==> config.mk <==
export PLATFORM = sky130hd
export DESIGN_NAME = rv_decode_iq
export DESIGN_NICKNAME = d
export VERILOG_FILES = /design/src/rtl/rv_decode_iq_pkg.sv /design/src/rtl/rv_iq_fifo.sv /design/src/rtl/rv_decode_iq.sv
export SDC_FILE = /design/constraint.sdc
export NUM_CORES = 1
export LEC_CHECK = 0
export BUFFER_PORTS_ARGS = -buffer_cell sky130_fd_sc_hd__buf_2
export CAP_MARGIN = 20
export CORE_MARGIN = 2
export CORE_UTILIZATION = 54
export CTS_CLUSTER_SIZE = 24
export DETAILED_ROUTE_END_ITERATION = 16
export PLACE_DENSITY = 0.81
export SYNTH_ARGS = -nofsm -noshare
export SYNTH_HDL_FRONTEND = slang
export SYNTH_SLANG_ARGS = --single-unit
==> constraint.sdc <==
create_clock -name clk_i -period 4.65 [get_ports clk_i]
set_input_delay 0.6975 -clock clk_i [delete_from_list [all_inputs] [get_ports clk_i]]
set_output_delay 0.6975 -clock clk_i [all_outputs]
set_load 0.005 [all_outputs]
==> src/rtl/rv_decode_iq_pkg.sv <==
// rv_decode_iq_pkg: opcode constants, NOP encoding and decode helpers shared by rv_decode_iq.
package rv_decode_iq_pkg;

    localparam logic [4:0] OPC_LOAD   = 5'b00000;
    localparam logic [4:0] OPC_OP_IMM = 5'b00100;
    localparam logic [4:0] OPC_AUIPC  = 5'b00101;
    localparam logic [4:0] OPC_STORE  = 5'b01000;
    localparam logic [4:0] OPC_OP     = 5'b01100;
    localparam logic [4:0] OPC_LUI    = 5'b01101;
    localparam logic [4:0] OPC_BRANCH = 5'b11000;
    localparam logic [4:0] OPC_JALR   = 5'b11001;
    localparam logic [4:0] OPC_JAL    = 5'b11011;

    localparam logic [2:0]  FUNC_ADD = 3'b000;
    localparam logic [31:0] NOP      = 32'h0000_0013;

    typedef enum logic [2:0] {IMM_R, IMM_I, IMM_S, IMM_B, IMM_U, IMM_J} imm_fmt_e;

    function automatic imm_fmt_e imm_fmt(input logic [4:0] opc);
        return (opc == OPC_LUI || opc == OPC_AUIPC) ? IMM_U :
               (opc == OPC_JAL) ? IMM_J :
               (opc == OPC_BRANCH) ? IMM_B :
               (opc == OPC_STORE) ? IMM_S :
               (opc == OPC_LOAD || opc == OPC_OP_IMM || opc == OPC_JALR) ? IMM_I : IMM_R;
    endfunction

    function automatic logic [31:0] imm_gen(input logic [31:7] ir, input imm_fmt_e fmt);
        case (fmt)
            IMM_I:   return {{20{ir[31]}}, ir[31:20]};
            IMM_S:   return {{20{ir[31]}}, ir[31:25], ir[11:7]};
            IMM_B:   return {{19{ir[31]}}, ir[31], ir[7], ir[30:25], ir[11:8], 1'b0};
            IMM_U:   return {ir[31:12], 12'h000};
            IMM_J:   return {{11{ir[31]}}, ir[31], ir[19:12], ir[20], ir[30:21], 1'b0};
            default: return 32'h0;
        endcase
    endfunction

    function automatic logic uses_rs1(input logic [4:0] opc);
        return !(opc == OPC_LUI || opc == OPC_AUIPC || opc == OPC_JAL);
    endfunction

    function automatic logic uses_rs2(input logic [4:0] opc);
        return opc == OPC_OP || opc == OPC_STORE || opc == OPC_BRANCH;
    endfunction

    function automatic logic is_legal(input logic [6:0] ir);
        return ir[1:0] == 2'b11 && (ir[6:2] inside {OPC_LUI, OPC_AUIPC, OPC_JAL, OPC_JALR,
            OPC_BRANCH, OPC_LOAD, OPC_STORE, OPC_OP_IMM, OPC_OP});
    endfunction

endpackage

==> src/rtl/rv_iq_fifo.sv <==
// rv_iq_fifo: synchronous FIFO with flush, occupancy count and combinational head.
module rv_iq_fifo #(
    parameter int DEPTH = 2,
    parameter int W = 64,
    localparam int AW = $clog2(DEPTH)
) (
    input  logic          clk,
    input  logic          rst,
    input  logic          push,
    input  logic          pop,
    input  logic          flush,
    input  logic [W-1:0]  din,
    output logic [W-1:0]  head,
    output logic [AW:0]   count
);
    logic [W-1:0]  mem [DEPTH];
    logic [AW-1:0] wr_ptr, rd_ptr;
    logic          do_push, do_pop;

    // full blocks a push even when a pop frees a slot on the same edge
    assign do_push = push && count != (AW+1)'(DEPTH);
    assign do_pop  = pop && count != '0;
    assign head    = mem[rd_ptr];

    always_ff @(posedge clk or posedge rst) begin
        if (rst) begin
            wr_ptr <= '0;
            rd_ptr <= '0;
            count  <= '0;
        end else if (flush) begin
            wr_ptr <= '0;
            rd_ptr <= '0;
            count  <= '0;
        end else begin
            wr_ptr <= wr_ptr + AW'(do_push);
            rd_ptr <= rd_ptr + AW'(do_pop);
            count  <= count + (AW+1)'(do_push) - (AW+1)'(do_pop);
        end
    end

    always_ff @(posedge clk)
        if (do_push) mem[wr_ptr] <= din;

endmodule

==> src/rtl/rv_decode_iq.sv <==
// rv_decode_iq: fetch-side instruction queue feeding decode/X with load-use bubbling.
// Optional x_illegal_o output enabled by RV_DECODE_ILLEGAL_EN.
module rv_decode_iq
    import rv_decode_iq_pkg::*;
#(
    parameter int          IQ_DEPTH     = 2,
    parameter int          HAZARD_DEPTH = 1,
    parameter logic [31:0] RESET_PC     = 32'h0
) (
    input  logic        clk_i,
    input  logic        rst_i,
    input  logic [31:0] f_ir_i,
    input  logic [31:0] f_pc_i,
    input  logic        f_valid_i,
    output logic        f_ready_o,
    input  logic        d_stall_i,
    input  logic        d_kill_i,
    output logic [4:0]  rf_rs1_o,
    output logic [4:0]  rf_rs2_o,
    output logic        x_valid_o,
    output logic [31:0] x_pc_o,
    output logic [4:0]  x_rs1_o,
    output logic [4:0]  x_rs2_o,
    output logic [4:0]  x_rd_o,
    output logic [4:0]  x_opcode_o,
    output logic [2:0]  x_fun_o,
    output logic        x_shifter_sign_o,
    output logic [4:0]  x_shamt_o,
`ifdef RV_DECODE_ILLEGAL_EN
    output logic        x_illegal_o,
`endif
    output logic [31:0] x_imm_o
);
    localparam int CW = $clog2(IQ_DEPTH) + 1;

    logic [CW-1:0]           count;
    logic [63:0]             head;
    logic [31:0]             head_ir, head_pc, x_ir;
    logic                    head_valid, push, issue, hazard, use_x;
    logic [HAZARD_DEPTH-1:0] trk_v;
    logic [4:0]              trk_rd [HAZARD_DEPTH];

    assign f_ready_o  = count < CW'(IQ_DEPTH);
    assign head_valid = count != '0;
    assign push       = f_valid_i && f_ready_o && !d_kill_i;
    assign head_ir    = head[63:32];
    assign head_pc    = head[31:0];

    rv_iq_fifo #(.DEPTH(IQ_DEPTH), .W(64)) u_fifo (
        .clk   (clk_i),
        .rst   (rst_i),
        .push  (push),
        .pop   (issue),
        .flush (d_kill_i),
        .din   ({f_ir_i, f_pc_i}),
        .head  (head),
        .count (count)
    );

    // head waits while any tracked load still owes a register it reads
    always_comb begin
        hazard = 1'b0;
        for (int i = 0; i < HAZARD_DEPTH; i++)
            if (trk_v[i] && trk_rd[i] != 5'd0 &&
                ((uses_rs1(head_ir[6:2]) && head_ir[19:15] == trk_rd[i]) ||
                 (uses_rs2(head_ir[6:2]) && head_ir[24:20] == trk_rd[i])))
                hazard = 1'b1;
    end

    assign issue = head_valid && !hazard && !d_stall_i && !d_kill_i;

    always_ff @(posedge clk_i or posedge rst_i) begin
        if (rst_i) begin
            x_valid_o <= 1'b0;
            x_pc_o    <= RESET_PC;
            x_ir      <= NOP;
            trk_v     <= '0;
            trk_rd    <= '{default: '0};
`ifdef RV_DECODE_ILLEGAL_EN
            x_illegal_o <= 1'b0;
`endif
        end else if (d_kill_i || !d_stall_i) begin
            x_valid_o <= issue;
            x_ir      <= issue ? head_ir : NOP;
            if (issue) x_pc_o <= head_pc;
            trk_v[0]  <= issue && head_ir[6:2] == OPC_LOAD;
            trk_rd[0] <= head_ir[11:7];
            for (int i = 1; i < HAZARD_DEPTH; i++) begin
                trk_v[i]  <= trk_v[i-1];
                trk_rd[i] <= trk_rd[i-1];
            end
`ifdef RV_DECODE_ILLEGAL_EN
            x_illegal_o <= issue && !is_legal(head_ir[6:0]);
`endif
        end
    end

`ifndef RV_DECODE_ILLEGAL_EN
    logic unused_ir_lsb;
    assign unused_ir_lsb = ^x_ir[1:0];
`endif

    assign use_x            = d_stall_i || !head_valid;
    assign rf_rs1_o         = use_x ? x_ir[19:15] : head_ir[19:15];
    assign rf_rs2_o         = use_x ? x_ir[24:20] : head_ir[24:20];
    assign x_rs1_o          = x_ir[19:15];
    assign x_rs2_o          = x_ir[24:20];
    assign x_rd_o           = x_ir[11:7];
    assign x_opcode_o       = x_ir[6:2];
    assign x_fun_o          = (x_ir[6:2] inside {OPC_JAL, OPC_JALR, OPC_LUI, OPC_AUIPC}) ? FUNC_ADD : x_ir[14:12];
    assign x_shifter_sign_o = x_ir[30];
    assign x_shamt_o        = x_ir[24:20];
    assign x_imm_o          = imm_gen(x_ir[31:7], imm_fmt(x_ir[6:2]));

endmodule
---- After elaboration in Yosys (flattened, before gate mapping) ----
Memory sizes are Yosys's and may differ from the RTL's.
Index checks and enable logic that the tools add are counted.
storage, ports and cells
  flip-flop bits (word level) ............. 75
  RAM bits ................................ 128
  bits of input ports ..................... 69
  output and inout bits ................... 105
  logic and storage cells ................. 84
  memories kept ........................... 1
memory list
  name        depth  width  rd ports  clocked after Yosys merged registers in  write ports  line              source
  u_fifo.mem  2      64     1         0                                        1            rv_iq_fifo.sv:16  logic [W-1:0] mem [DEPTH];
cells by class
  add/sub/neg operators ................... 4
  order comparisons ....................... 1
  equal/unequal tests ..................... 21
  muxes and demuxes ....................... 16
  reductions and logical operators ........ 33
operators by type and width
  kind                                                                   number
  32-bit one-hot mux with 5 select lines                                 1
  32-bit 2-to-1 mux                                                      1
  5-bit by 4-bit equality test with 1-bit output, second input constant  5
  5-bit equality test, second input constant                             5
  5-bit by 3-bit equality test with 1-bit output, second input constant  3
  1-bit logical AND                                                      12
  5-bit equality test                                                    2
  5-bit logical NOT                                                      2
  1-bit logical OR                                                       10
  5-bit 2-to-1 mux                                                       2
  3-bit 2-to-1 mux                                                       3
  3-bit by 2-bit equality test with 1-bit output, second input constant  2
  3-bit equality test, second input constant                             2
  1-bit 2-to-1 mux                                                       6
  2-bit 2-to-1 mux                                                       3
  1-bit logical NOT                                                      5
  5-bit nonzero test                                                     1
  4-bit nonzero test                                                     1
  3-bit by 1-bit equality test with 1-bit output, second input constant  1
  1-bit adder                                                            2
  2-bit by 1-bit adder with 2-bit output                                 1
  2-bit < comparator, second input constant                              1
  2-bit != test, second input constant                                   1
  2-bit AND reduction                                                    1
  2 further kinds                                                        2

---- Logic depth before layout (Yosys ltp) ----
An unclocked memory read counts as a cell.
  depth after elaboration ................. 16
  mapped depth ............................ 16
  gate-level depth less buffers ........... 12

---- Hierarchy ----
Synthesis repeated with hierarchy kept, for this count alone.
second synthesis, totals
  cells, all modules ...................... 521
  area total of the unflattened synthesis .. 8,516.9 µm²
by module, submodules not included
  module        times used  cells an instance  area each (µm²)  seq. area each (µm²)
  rv_iq_fifo    1           221                4,869.7          3,943.8
  rv_decode_iq  1           300                3,647.2          1,727.9

---- Worst setup path after synthesis ----
OpenSTA, ideal clock, no wires.
  path kind ............................... reg2reg
  start point ............................. register u_fifo.rd_ptr
  end point ............................... register u_fifo.count[1]
  library setup time ...................... 119 ps
  arrival time ............................ 3,104 ps
  required time ........................... 4,531 ps
  slack ................................... 1,427 ps
  cell stages (with the launch flop) ...... 16
  path buffers ............................ 3
  clock period less this slack ............ 3,223 ps
  cell sequence ........................... dfrtp_1 buf_6 mux2i_1 xnor2_1 or4_1 nor4b_1 or4_1 buf_4 buf_2 inv_1 ha_1 inv_1 ha_1 xnor2_1 xnor2_1 nor2_1
on the way
  longest elaborated chain between the ends .. 16
  elaborated cells between the ends (all ways) .. 26
  classes of those cells .................. 1 x add/sub; 8 x eq/ne; 2 x mux; 14 x reduce/logical; 1 x memory
ends and longest elaborated chain
  element                                                                                                                  line                    source
  from (decl)                                                                                                              rv_iq_fifo.sv:17        logic [AW-1:0] wr_ptr, rd_ptr;
  from (signal assigned)                                                                                                   rv_iq_fifo.sv:36        rd_ptr <= rd_ptr + AW'(do_pop);
  memory read 2 x 64 bit (*)                                                                                               --
  5-bit by 4-bit equality test with 1-bit output / 5-bit by 3-bit equality test with 1-bit output (equally long branches)  rv_decode_iq_pkg.sv:39  return !(opc == OPC_LUI || opc == OPC_AUIPC || opc == OPC_JAL);
  1-bit logical OR (2 in series)                                                                                           rv_decode_iq_pkg.sv:39
  1-bit logical NOT                                                                                                        rv_decode_iq_pkg.sv:39
  1-bit logical AND                                                                                                        rv_decode_iq.sv:65      ((uses_rs1(head_ir[6:2]) && head_ir[19:15] == trk_rd[i]) ||
  1-bit logical OR (*)                                                                                                     rv_decode_iq.sv:65
  1-bit logical AND (*)                                                                                                    rv_decode_iq.sv:64      if (trk_v[i] && trk_rd[i] != 5'd0 &&
  1-bit 2-to-1 mux (*)                                                                                                     rv_decode_iq.sv:64
  1-bit logical NOT (*)                                                                                                    rv_decode_iq.sv:70      assign issue = head_valid && !hazard && !d_stall_i && !d_kill_i;
  1-bit logical AND (*) (3 in series)                                                                                      rv_decode_iq.sv:70
  1-bit logical AND (*)                                                                                                    rv_iq_fifo.sv:22        assign do_pop = pop && count != '0;
  2-bit by 1-bit subtractor with 2-bit output (*)                                                                          rv_iq_fifo.sv:37        count <= count + (AW+1)'(do_push) - (AW+1)'(do_pop);
  2-bit 2-to-1 mux (*)                                                                                                     rv_iq_fifo.sv:30        end else if (flush) begin
  to (signal assigned)                                                                                                     rv_iq_fifo.sv:37
  to (decl)                                                                                                                rv_iq_fifo.sv:14        output logic [AW:0] count
Mark *: on every way between the ends. The rest lies on a longest branch, timed or not.
A chain may end at the register's enable or synchronous reset.

---- Final worst setup path ----
Same ends and word-level chain as after synthesis.

==> metrics.csv <==
metric;value;unit
status;finished clean;
Post-Place Cells;880;
Die Ht;127;um
Layout Utilization;65.5;%
starting density of the core;55.6;%
worst setup path start;u_fifo.rd_ptr;
antenna violation net count after detailed routing;0;
Mapped Nets;639;
number of synthesized flops with an enable pin;124;
wire length of the first global-routing pass;25900;um
summed negative setup slack over all endpoints;0;ns
final setup violation count;0;
RSZ-0062 raised after global routing;false;
number of flip-flops and latches in the synthesized netlist;197;
total I/O pin count;174;
most common cell after layout, fill and taps aside;buf_2;
total power divided by cell area;480;mW/mm^2
Fin Clk Skew;0.00711;ns
largest net degree at the start of global routing;65;
setup bufs post-CTS;0;
GRT Overall Usage;21.1;%
weighted congestion at the end of routability-driven global placement;0.906;
final hold violation count;0;
number of warning messages in the yosys log;0;
Synth cell types;41;
final max-slew violation count;0;
hold buffers post-CTS;0;
cell area after synthesis;0.00814;mm^2
maxcap violations;0;
CP Launch Type;flip-flop;
Core Box Area;0.0146;mm^2
end point of the critical path;u_fifo.count[1];
Fill cells;1050;
post-synthesis cell count;566;
Register-to-Register Setup Slack;0.84;ns
number of diodes;0;
Crit Path Max Fanout;35;
Clk pin slew, worst setup/hold paths;0.07;ns
IO Port Bufs;171;
share of final-layout standard cells stronger than drive strength 1;39.4;%
final cycle utilization of the critical path;81.9;%
number of H-tree levels;4;
top library cells by usage in the layout, fill and taps aside;buf_2, edfxtp_1, nand2_1, dfrtp_1, o21ai_0;
async set-reset flop share out of synthesis;37.1;%
predominant post-synthesis flop cell;edfxtp_1;
vias per inst;5.44;
number of design-rule violations left by the first detailed-router iteration;270;
time the final worst path needs with I/O delays and setup;3.81;ns
Site Rows;44;
f_max;263;MHz
number of iterations in the first detailed-routing pass;5;
vias in the first global route;4954;
Gates resized, CTS repair;0;
synth-to-layout area growth;17.8;%
endpoint of the most critical register-to-register path;u_fifo.count[1];
total global routing overflow;0;
static leakage power;4.14;nW
placed wire-length estimate;11000;um
root buf cell;clkbuf_16;
type of the worst min-delay path;in -> async;
cells taking the most area after synthesis;edfxtp_1, dfrtp_1, mux2_2;
total wire length after detailed routing;16300;um
per-instance average area after synthesis;14.4;um^2
die span in x;127;um
Worst Tran Pin Value;1.00;ns
TritonCTS clock tree;done;
required time of the critical path;4.96;ns
critical register-to-register path startpoint;u_fifo.rd_ptr;
share of the yosys chip area belonging to registers;68.2;%
number of DRC violations after detailed routing;0;
r2r worst-path depth;13;
vias;4963;
clk_lat worst skew;0.43;ns
CP Data Arrival Time;4.12;ns
number of nets in the layout;788;
Inserted Clock Buffers;17;
Layout Cells excl Fill;912;
maximum number of buffers from clock root to sink;2;
area of the die;0.0161;mm^2
Setup CP Type;reg -> reg;
relative slew slack;32.5;%
proportion of netlist area held by the largest area contributor;45.7;%
# clock sinks;197;
Max VDD drop;0.326;mV
initial antenna violation count;1;
routed length per placed instance;17.9;um
element type at the critical path end;flip-flop;
leading area contributor after synthesis;edfxtp_1;
[cells in the mapped netlist (2+ instances only)]
cell	number
mux2_2	38
inv_1	7
nand2_1	89
o21ai_0	47
nor3b_1	2
ha_1	4
buf_2	2
buf_6	4
nand3_1	6
nor4b_1	2
mux2i_1	29
and2_1	3
nor2_1	10
o31ai_1	2
nor3_1	3
or4_1	5
clkbuf_1	17
dfrtp_1	72
buf_4	26
nor2b_1	10
mux2_4	27
xnor2_1	4
a21oi_1	9
edfxtp_1	124
xor2_1	8
[flip-flops by register name, summed over array words and instances (netlist names)]
name and count:
trk_rd 5, x_ir 30, u_fifo.mem 124, u_fifo.rd_ptr 1, x_pc_o 32, x_valid_o 1
u_fifo.count 2, u_fifo.wr_ptr 1, trk_v 1
[cells by family (layout without fill, tap and decap cells)]
logic type	count (synthesis)	after routing	share of synthesized area, %
AND/OR/NAND/NOR	135	135	7.45
AO/OA/AOI/OAI	66	66	4.38
flip-flops	197	197	68.2
buffers and inverters	58	220	4.29
XOR/XNOR	12	12	1.29
adder cells (fa/ha/maj)	4	4	0.615
multiplexers	94	94	13.8
[metal layers]
metal | vias to the layer above | track usage [%] | share of wire, %
li1 | 2309 | - | -
met1 | 2450 | 26.3 | 41
met2 | 177 | 34.6 | 49
met3 | 25 | 7.47 | 7.4
met4 | 2 | 7.69 | 2.2
met5 | - | 0 | 0.086
[report_power, final]
group          total [mW]  leakage [nW]  internal (mW)  switching [mW]
clock network        1.38         0.272          0.732           0.652
logic               0.913          1.80          0.503           0.409
registers            2.30          2.07           2.12           0.182
[critical path, stage by stage, from the launching register on]
cell     delay [ns]
dfrtp_4        0.81
buf_4          0.53
mux2i_1        0.45
xor2_1         0.17
nand3_1        0.09
nor4b_1        0.45
or4_2          0.25
inv_1          0.05
ha_1           0.26
inv_1          0.04
ha_1           0.19
xnor2_1        0.17
xnor2_1        0.14
nor2_1         0.06
[how the worst min path moves through the flow]
stage	start	to	slack, ns	cells after the start
2_1_floorplan	trk_v	trk_v	0.45	2
3_3_place_gp	x_valid_o	x_valid_o	0.46	2
3_5_place_dp	x_valid_o	x_valid_o	0.47	2
4_1_cts	rst_i	x_pc_o[20]	0.37	2
5_1_grt	rst_i	x_pc_o[20]	0.40	2
6_report	rst_i	x_pc_o[20]	0.35	2
[through the flow]
| stage | power (mW) | hold WS (ns) | instance area, um^2 | setup WS, ns |
|---|---|---|---|---|
| floorplan | 2.88 | 0.449 | 8140 | 1.43 |
| global placement | 3.21 | 0.456 | 9010 | 0.932 |
| detailed placement | 3.25 | 0.469 | 9020 | 0.879 |
| CTS | 4.64 | 0.365 | 9590 | 0.854 |
| global route | 4.82 | 0.405 | 9590 | 0.630 |
| finish | 4.60 | 0.353 | 9590 | 0.842 |
[area by class of cell]
type	count	area, um^2	area share, %
sequential	197	5560	57.9
inverter	7	27.5	0.287
clock inverter	13	116	1.21
multi-input combinational	311	2260	23.5
timing repair buffer	181	951	9.92
clock buffer	19	453	4.72
tap	184	230	2.40
Note: power is estimated with default switching activity, not from simulation.
